[src/rtl/v810_bus_slave.sv]
// v810_bus_slave: V810 bus-cycle responder with per-region wait states (CLK/RES/CE, CPU bus A/CPU_DI/CPU_DO/BEn/MRQn/RW/BCYSTn/READYn/SZRQn, memory port MA/MD_I/MD_O/MBE/MOE/MWE)
module v810_bus_slave #(
  parameter logic [3:0] WS_32 = 4'd1,
  parameter logic [3:0] WS_16 = 4'd2,
  parameter logic [2:0] BUS16_SEL = 3'h7
) (
  input  logic        CLK,
  input  logic        RES,
  input  logic        CE,
  input  logic [31:0] A,
  input  logic [31:0] CPU_DI,
  output logic [31:0] CPU_DO,
  input  logic [3:0]  BEn,
  input  logic        MRQn,
  input  logic        RW,
  input  logic        BCYSTn,
  output logic        READYn,
  output logic        SZRQn,
  output logic [31:0] MA,
  input  logic [31:0] MD_I,
  output logic [31:0] MD_O,
  output logic [3:0]  MBE,
  output logic        MOE,
  output logic        MWE
);
  typedef enum logic [1:0] {IDLE, WAIT, READY} state_t;
  state_t      state;
  logic [31:0] a_q;
  logic        rw_q, mrq_q, r16_q;
  logic [3:0]  cnt;
  logic        idle, start, r16_in, r16, rw, mrq, to_ready;
  logic [3:0]  ws_in, be_in;
  logic [31:0] rdata;
  assign idle     = state == IDLE;
  assign start    = idle & ~BCYSTn;
  assign r16_in   = A[26:24] == BUS16_SEL;
  assign r16      = idle ? r16_in : r16_q;
  assign rw       = idle ? RW : rw_q;
  assign mrq      = idle ? MRQn : mrq_q;
  assign ws_in    = r16_in ? WS_16 : WS_32;
  assign be_in    = r16_in ? {2'b00, A[1] ? ~BEn[3:2] : ~BEn[1:0]} : ~BEn;
  assign rdata    = r16 ? {MD_I[15:0], MD_I[15:0]} : MD_I;
  assign to_ready = start ? ws_in == 4'd0 : (state == WAIT) && (cnt == 4'd1);
  assign MA       = idle ? A : a_q;
  assign MD_O     = r16 ? {CPU_DI[15:0], CPU_DI[15:0]} : CPU_DI;
  always_ff @(posedge CLK) begin
    if (RES) begin
      state  <= IDLE;
      a_q    <= '0;
      rw_q   <= 1'b0;
      mrq_q  <= 1'b1;
      r16_q  <= 1'b0;
      cnt    <= '0;
      READYn <= 1'b1;
      SZRQn  <= 1'b1;
      MWE    <= 1'b0;
      MOE    <= 1'b0;
      MBE    <= '0;
      CPU_DO <= '0;
    end else if (CE) begin
      if (start) begin
        a_q   <= A;
        rw_q  <= RW;
        mrq_q <= MRQn;
        r16_q <= r16_in;
        cnt   <= ws_in;
        MBE   <= be_in;
        MOE   <= RW & ~MRQn;
        state <= ws_in == 4'd0 ? READY : WAIT;
      end
      if (state == WAIT) begin
        cnt   <= cnt - 4'd1;
        state <= cnt == 4'd1 ? READY : WAIT;
      end
      if (state == READY) begin
        state <= IDLE;
        MBE   <= '0;
        MOE   <= 1'b0;
      end
      if (to_ready) CPU_DO <= rdata;
      READYn <= ~to_ready;
      SZRQn  <= ~(to_ready & r16);
      MWE    <= to_ready & ~rw & ~mrq;
    end
  end
endmodule

[config.mk]
export PLATFORM = sky130hd
export DESIGN_NAME = v810_bus_slave
export DESIGN_NICKNAME = d
export VERILOG_FILES = /design/src/rtl/v810_bus_slave.sv
export SDC_FILE = /design/constraint.sdc
export NUM_CORES = 1
export LEC_CHECK = 0
export CAP_MARGIN = 15
export CORE_MARGIN = 2
export CORE_UTILIZATION = 39
export CTS_CLUSTER_DIAMETER = 100
export DETAILED_ROUTE_END_ITERATION = 7
export GPL_ROUTABILITY_DRIVEN = 0
export GPL_TIMING_DRIVEN = 0
export PLACE_DENSITY_LB_ADDON = 0.08
export SLEW_MARGIN = 20
export SYNTH_ARGS = -nofsm -noshare
export SYNTH_HDL_FRONTEND = slang
export SYNTH_SLANG_ARGS = --single-unit
[constraint.sdc]
create_clock -name CLK -period 2 [get_ports CLK]
set_input_delay 0.3 -clock CLK [delete_from_list [all_inputs] [get_ports CLK]]
set_output_delay 0.3 -clock CLK [all_outputs]
set_load 0.01 [all_outputs]
[Word-level counts from Yosys, hierarchy flattened]
Cells that the tools add are included.
Word-level totals
  output and inout bits: 104
  logic and storage cells: 63
  flip-flop bits (word level): 81
Operators by class
  bitwise gates (word level): 14
  reductions and logical operators: 11
  eq/ne operators: 4
  muxes and demuxes: 21
  add/sub/neg operators: 1
Operators by type and width (count)
  $mux 32: 3
  $mux 4: 5
  $mux 2: 7
  $reduce_and 2->1: 5
  $mux 1: 6
  $not 1->1: 6
  $and 1x1->1: 5
  $eq 4x1->1 const B: 1
  $logic_not 4->1: 1
  $not 2->2: 2
  $not 4->4: 1
  $reduce_bool 2->1: 2
  $sub 4x1->4 const B: 1
  $eq 3x3->1 const B: 1
  $reduce_bool 3->1: 1
  $eq 2x1->1 const B: 1
  $eq 2x2->1 const B: 1
  $logic_not 2->1: 1
  $logic_and 1x1->1: 1

[Logic depth before layout (Yosys ltp)]
  word-level depth: 7
  depth in mapped cells: 8

[Least setup slack after synthesis]
No wires, ideal clock.
  kind: reg-to-output
  from: reg state[1]
  to: out MD_O[21]
  path buffers: 3
  setup slack: 0.248 ns
  arrival time: 1.452 ns
  cell stages (with the launch flop): 8
  data required time: 1.700 ns
  path through: dfxtp_1 -> buf_2 -> o21ai_0 -> a21boi_2 -> buf_4 -> buf_2 -> nand2_1 -> nand2_1
Between the ends
  word-level cells in the longest chain between the ends: 3
RTL lines
  start, declared: line 27  | state_t state;
  start signal, assigned: line 69  | state <= ws_in == 4'd0 ? READY : WAIT;
  start signal, assigned: line 73  | state <= cnt == 4'd1 ? READY : WAIT;
  $logic_not 2->1: line 34  | assign idle = state == IDLE;
  $mux 1: line 37  | assign r16 = idle ? r16_in : r16_q;
  $mux 32: line 45  | assign MD_O = r16 ? {CPU_DI[15:0], CPU_DI[15:0]} : CPU_DI;
  end, declared: line 21  | output logic [31:0] MD_O,
Every way passes these cells.

[Worst setup path in the final report]
  from: reg state[0]
  to: out MD_O[26]
Same word-level chain as after synthesis.

==> flow_summary_export.csv <==
group,metric,value,unit
status,status,"finished, violations left",
status,violations,"negative setup slack",
logic_synthesis,synth_largest_area_cell,"dfxtp_1",
clock_tree,insertion_delay,0.36,ns
setup_path,crit_start,"state[0]",
routing,antenna_left,0,
logic_synthesis,synth_warnings,0,
sta,grt_setup_unrepaired,"yes",
global_route,grt_max_degree,15,
power_and_ir_drop,p_switching,1.08,mW
power_and_ir_drop,ir_worst_vdd,0.000339,V
power_and_ir_drop,power.share.clock,0.282,
setup_path,critPathKind,"reg2out",
floorplan,ioPinCount,210,
logic_synthesis,ys_seq_area_frac,0.425,
cells_and_area,fill_cells,870,
clock_tree,cts.reportedPaths.clkPinSlew,0.08,ns
routing,met1_length,5.62,mm
logic_synthesis,yosysTopAreaCellShare,0.425,
setup_path,reg2reg_slack,0.22,ns
setup_path,slowest_stage,"dfxtp_4",
logic_synthesis,synth_cell_type_count,35,
clock_tree,htreeDepth,3,
sta,fin_crit,2.01,ns
global_route,grt_usage,0.239,
setup_path,critical_path.top_delay_family,"buffers and inverters",
setup_path,r2r-start,"state[0]",
routing,drt_iter0_drc,179,
routing,viasPerCell,4.90,
sta,fmax,498,MHz
global_route,grt_pass1_vias,3978,
place,pre_cts_ws,-1.04,ns
cells_and_area,area_growth_syn_to_layout,70.4,%
sta,slew_violations,0,
setup_path,worstPathArrival,1.71,ns
cells_and_area,drive_above_1_share,0.227,
power_and_ir_drop,p_comb_frac,0.268,
min_path,hold_class,"in2reg",
routing,wl_met2,6.38,mm
routing,routed.top_layer,"met4",
routing,dr_wl_met3,1.12,mm
sta,slew_headroom,0.614,
clock_tree,clock_sinks,81,
logic_synthesis,synth-main-ff-cell,"dfxtp_1",
routing,drc,0,
setup_path,path_cells,"buf_8, o31ai_4, buf_6, clkbuf_8, nand2_1, nand2_1, buf_2",
sta,worstMarginPinSlew,0.578,ns
floorplan,core_area,0.00964,mm²
logic_synthesis,syn-instance-count,497,
logic_synthesis,synth-edff-count,0,
sta,setup_viol,1,
logic_synthesis,synth_area,0.00382,mm²
sta,hold_violations,0,
routing,vias,4273,
logic_synthesis,syn_nets,605,
setup_path,cp.required,1.70,ns
logic_synthesis,async_flop_share,0,
clock_tree,cts.hold.buffers_added,0,
setup_path,cpPeakStageDelay,0.39,ns
global_route,antenna_found_initial,0,
setup_path,reg2reg_depth,8,
setup_path,cp-start-kind,"flip-flop",
clock_tree,ctsRootBufferMaster,"clkbuf_8",
global_route,grt-ovfl-total,0,
setup_path,worst_setup_path_endpoint,"MD_O[26]",
setup_path,end_kind,"output port",
logic_synthesis,synth.most_common_cell,"nand2_1",
routing,wl,13.3,mm
cells_and_area,n_antenna_cell,0,
power_and_ir_drop,p_int,2.71,mW
clock_tree,cts_tree,"done",
place,io_buffers,208,
clock_tree,clock_path_buffers,2,
logic_synthesis,synth_seq_cells,81,
clock_tree,numCtsBuffers,9,
sta,finalSetupTns,-0.00652,ns
sta,final.period_utilization,1.00,
setup_path,crit_buf_inv,4,
setup_path,rr_endpoint,"CPU_DO[17]",
logic_synthesis,synth_area_per_cell,7.68,µm²
flow_run,cap_violations,0,
setup_path,critPathMaxFanout,6,
routing,dr.pass1.iters,5,
power_and_ir_drop,p_per_area,583,mW/mm²
global_route,grt_pass1_wl,19.9,mm
routing,post_drt_wl_per_cell,15.3,µm
floorplan,start_util,0.396,
power_and_ir_drop,p_leak,2.62,nW
floorplan,die_w,103,µm
logic_synthesis,synth_commonest_cells,"nand2_1, dfxtp_1, a21oi_1, mux2_2, nor2_1",
setup_path,cp.depth,7,
floorplan,dieArea,0.0106,mm²
power_and_ir_drop,switching_share,0.285,
sta,setup_ws,-0.00652,ns
cells_and_area,final_net_count,842,
floorplan,num_rows,36,
floorplan,die_h,103,µm
setup_path,crit_top_cell,"nand2_1",
sta,finClkSkew,0.0134,ns
power_and_ir_drop,p_seq_frac,0.450,
logic_synthesis,netlist_top_cells_area,"dfxtp_1, nand2_1, mux2_2, a21oi_1, buf_4",
place,dp_hpwl,9.42,mm
-- power by group through the flow --
| stage | clock network [mW] | logic, mW | registers (mW) |
|---|---|---|---|
| after floorplan | 0 | 0.394 | 1.74 |
| after global placement | 0 | 0.927 | 1.73 |
| after global routing | 1.15 | 1.09 | 1.71 |
| final | 1.07 | 1.02 | 1.71 |
| after CTS | 1.08 | 1.01 | 1.70 |
| after detailed placement | 0 | 0.938 | 1.74 |
-- tightest hold or removal path: cells and delay by family --
family	cells	cell delay [ns]
AND/OR/NAND/NOR	1	0.08
AO/OA/AOI/OAI	1	0.05
buffers and inverters	1	0.28
-- worst min path at each step --
stage | cells past startpoint | start | to | slack [ns]
detailed placement | 2 | CPU_DO[3] | CPU_DO[3] | 0.45
floorplan | 2 | MRQn | mrq_q | 0.42
global placement | 2 | MBE[3] | MBE[3] | 0.44
global route | 3 | A[26] | a_q[26] | 0.42
finish | 3 | A[26] | a_q[26] | 0.40
CTS | 3 | A[26] | a_q[26] | 0.39
-- repair_timing --
action,4_1_cts,5_1_grt
endpoints found under the setup margin,52,97
gates resized for setup,263,24
buffers inserted,14,2
cloned,6,0
pin swaps,5,11
-- cell families after synthesis --
family                     Yosys count  share of synthesized area
and+or+nand+nor                    226                      0.243
AOI/OAI and AO/OA                   98                      0.147
DFF                                 81                      0.425
buffers and inverters               55                     0.0770
muxes                               33                     0.0970
xor gates and xnor gates             2                    0.00459
adders and majority gates            2                    0.00655
-- cell type report --
type | instances | area (µm²) | area share
timing repair buffer | 228 | 2160 | 0.332
multi-input combinational | 361 | 2030 | 0.312
sequential | 81 | 1630 | 0.250
buffer | 50 | 344 | 0.0529
tap | 133 | 166 | 0.0256
clock buffer | 10 | 128 | 0.0196
clock inverter | 6 | 42.5 | 0.00654
inverter | 3 | 11.3 | 0.00173
-- sequential cells by signal, indices dropped and copies added, names as in the netlist --
register,flops
rw_q,1
MWE,1
MBE,4
SZRQn,1
MOE,1
r16_q,1
a_q,32
mrq_q,1
READYn,1
cnt,4
CPU_DO,32
state,2
-- metrics by stage --
| step | power, mW | cell area (µm²) | hold WS [ns] | instances | utilization |
|---|---|---|---|---|---|
| 2_1_floorplan | 2.13 | 3820 | 0.424 | 497 | - |
| 3_3_place_gp | 2.66 | 6070 | 0.438 | 838 | 0.629 |
| 3_5_place_dp | 2.68 | 6070 | 0.446 | 838 | 0.629 |
| 4_1_cts | 3.79 | 6460 | 0.393 | 873 | 0.670 |
| 5_1_grt | 3.96 | 6510 | 0.420 | 872 | 0.675 |
| 6_report | 3.79 | 6510 | 0.399 | 872 | 0.675 |
-- routing by layer --
layer | track usage | vias up
met5 | 0 | -
met4 | 0.0789 | 0
met3 | 0.0569 | 19
met2 | 0.402 | 160
met1 | 0.303 | 1976
li1 | - | 2118
-- cell usage in the layout (no fill, tap or decap), types with 5 or more instances in the layout --
cell	n
nand2_1	165
clkdlybuf4s50_1	157
dfxtp_1	79
a21oi_1	71
buf_2	41
buf_4	27
buf_6	25
nor2_1	23
mux2_2	18
a211oi_1	17
clkbuf_1	16
mux2_4	14
clkbuf_8	11
nand2_2	7
buf_8	5
nand3_1	5
(Power assumes the default switching activity.)
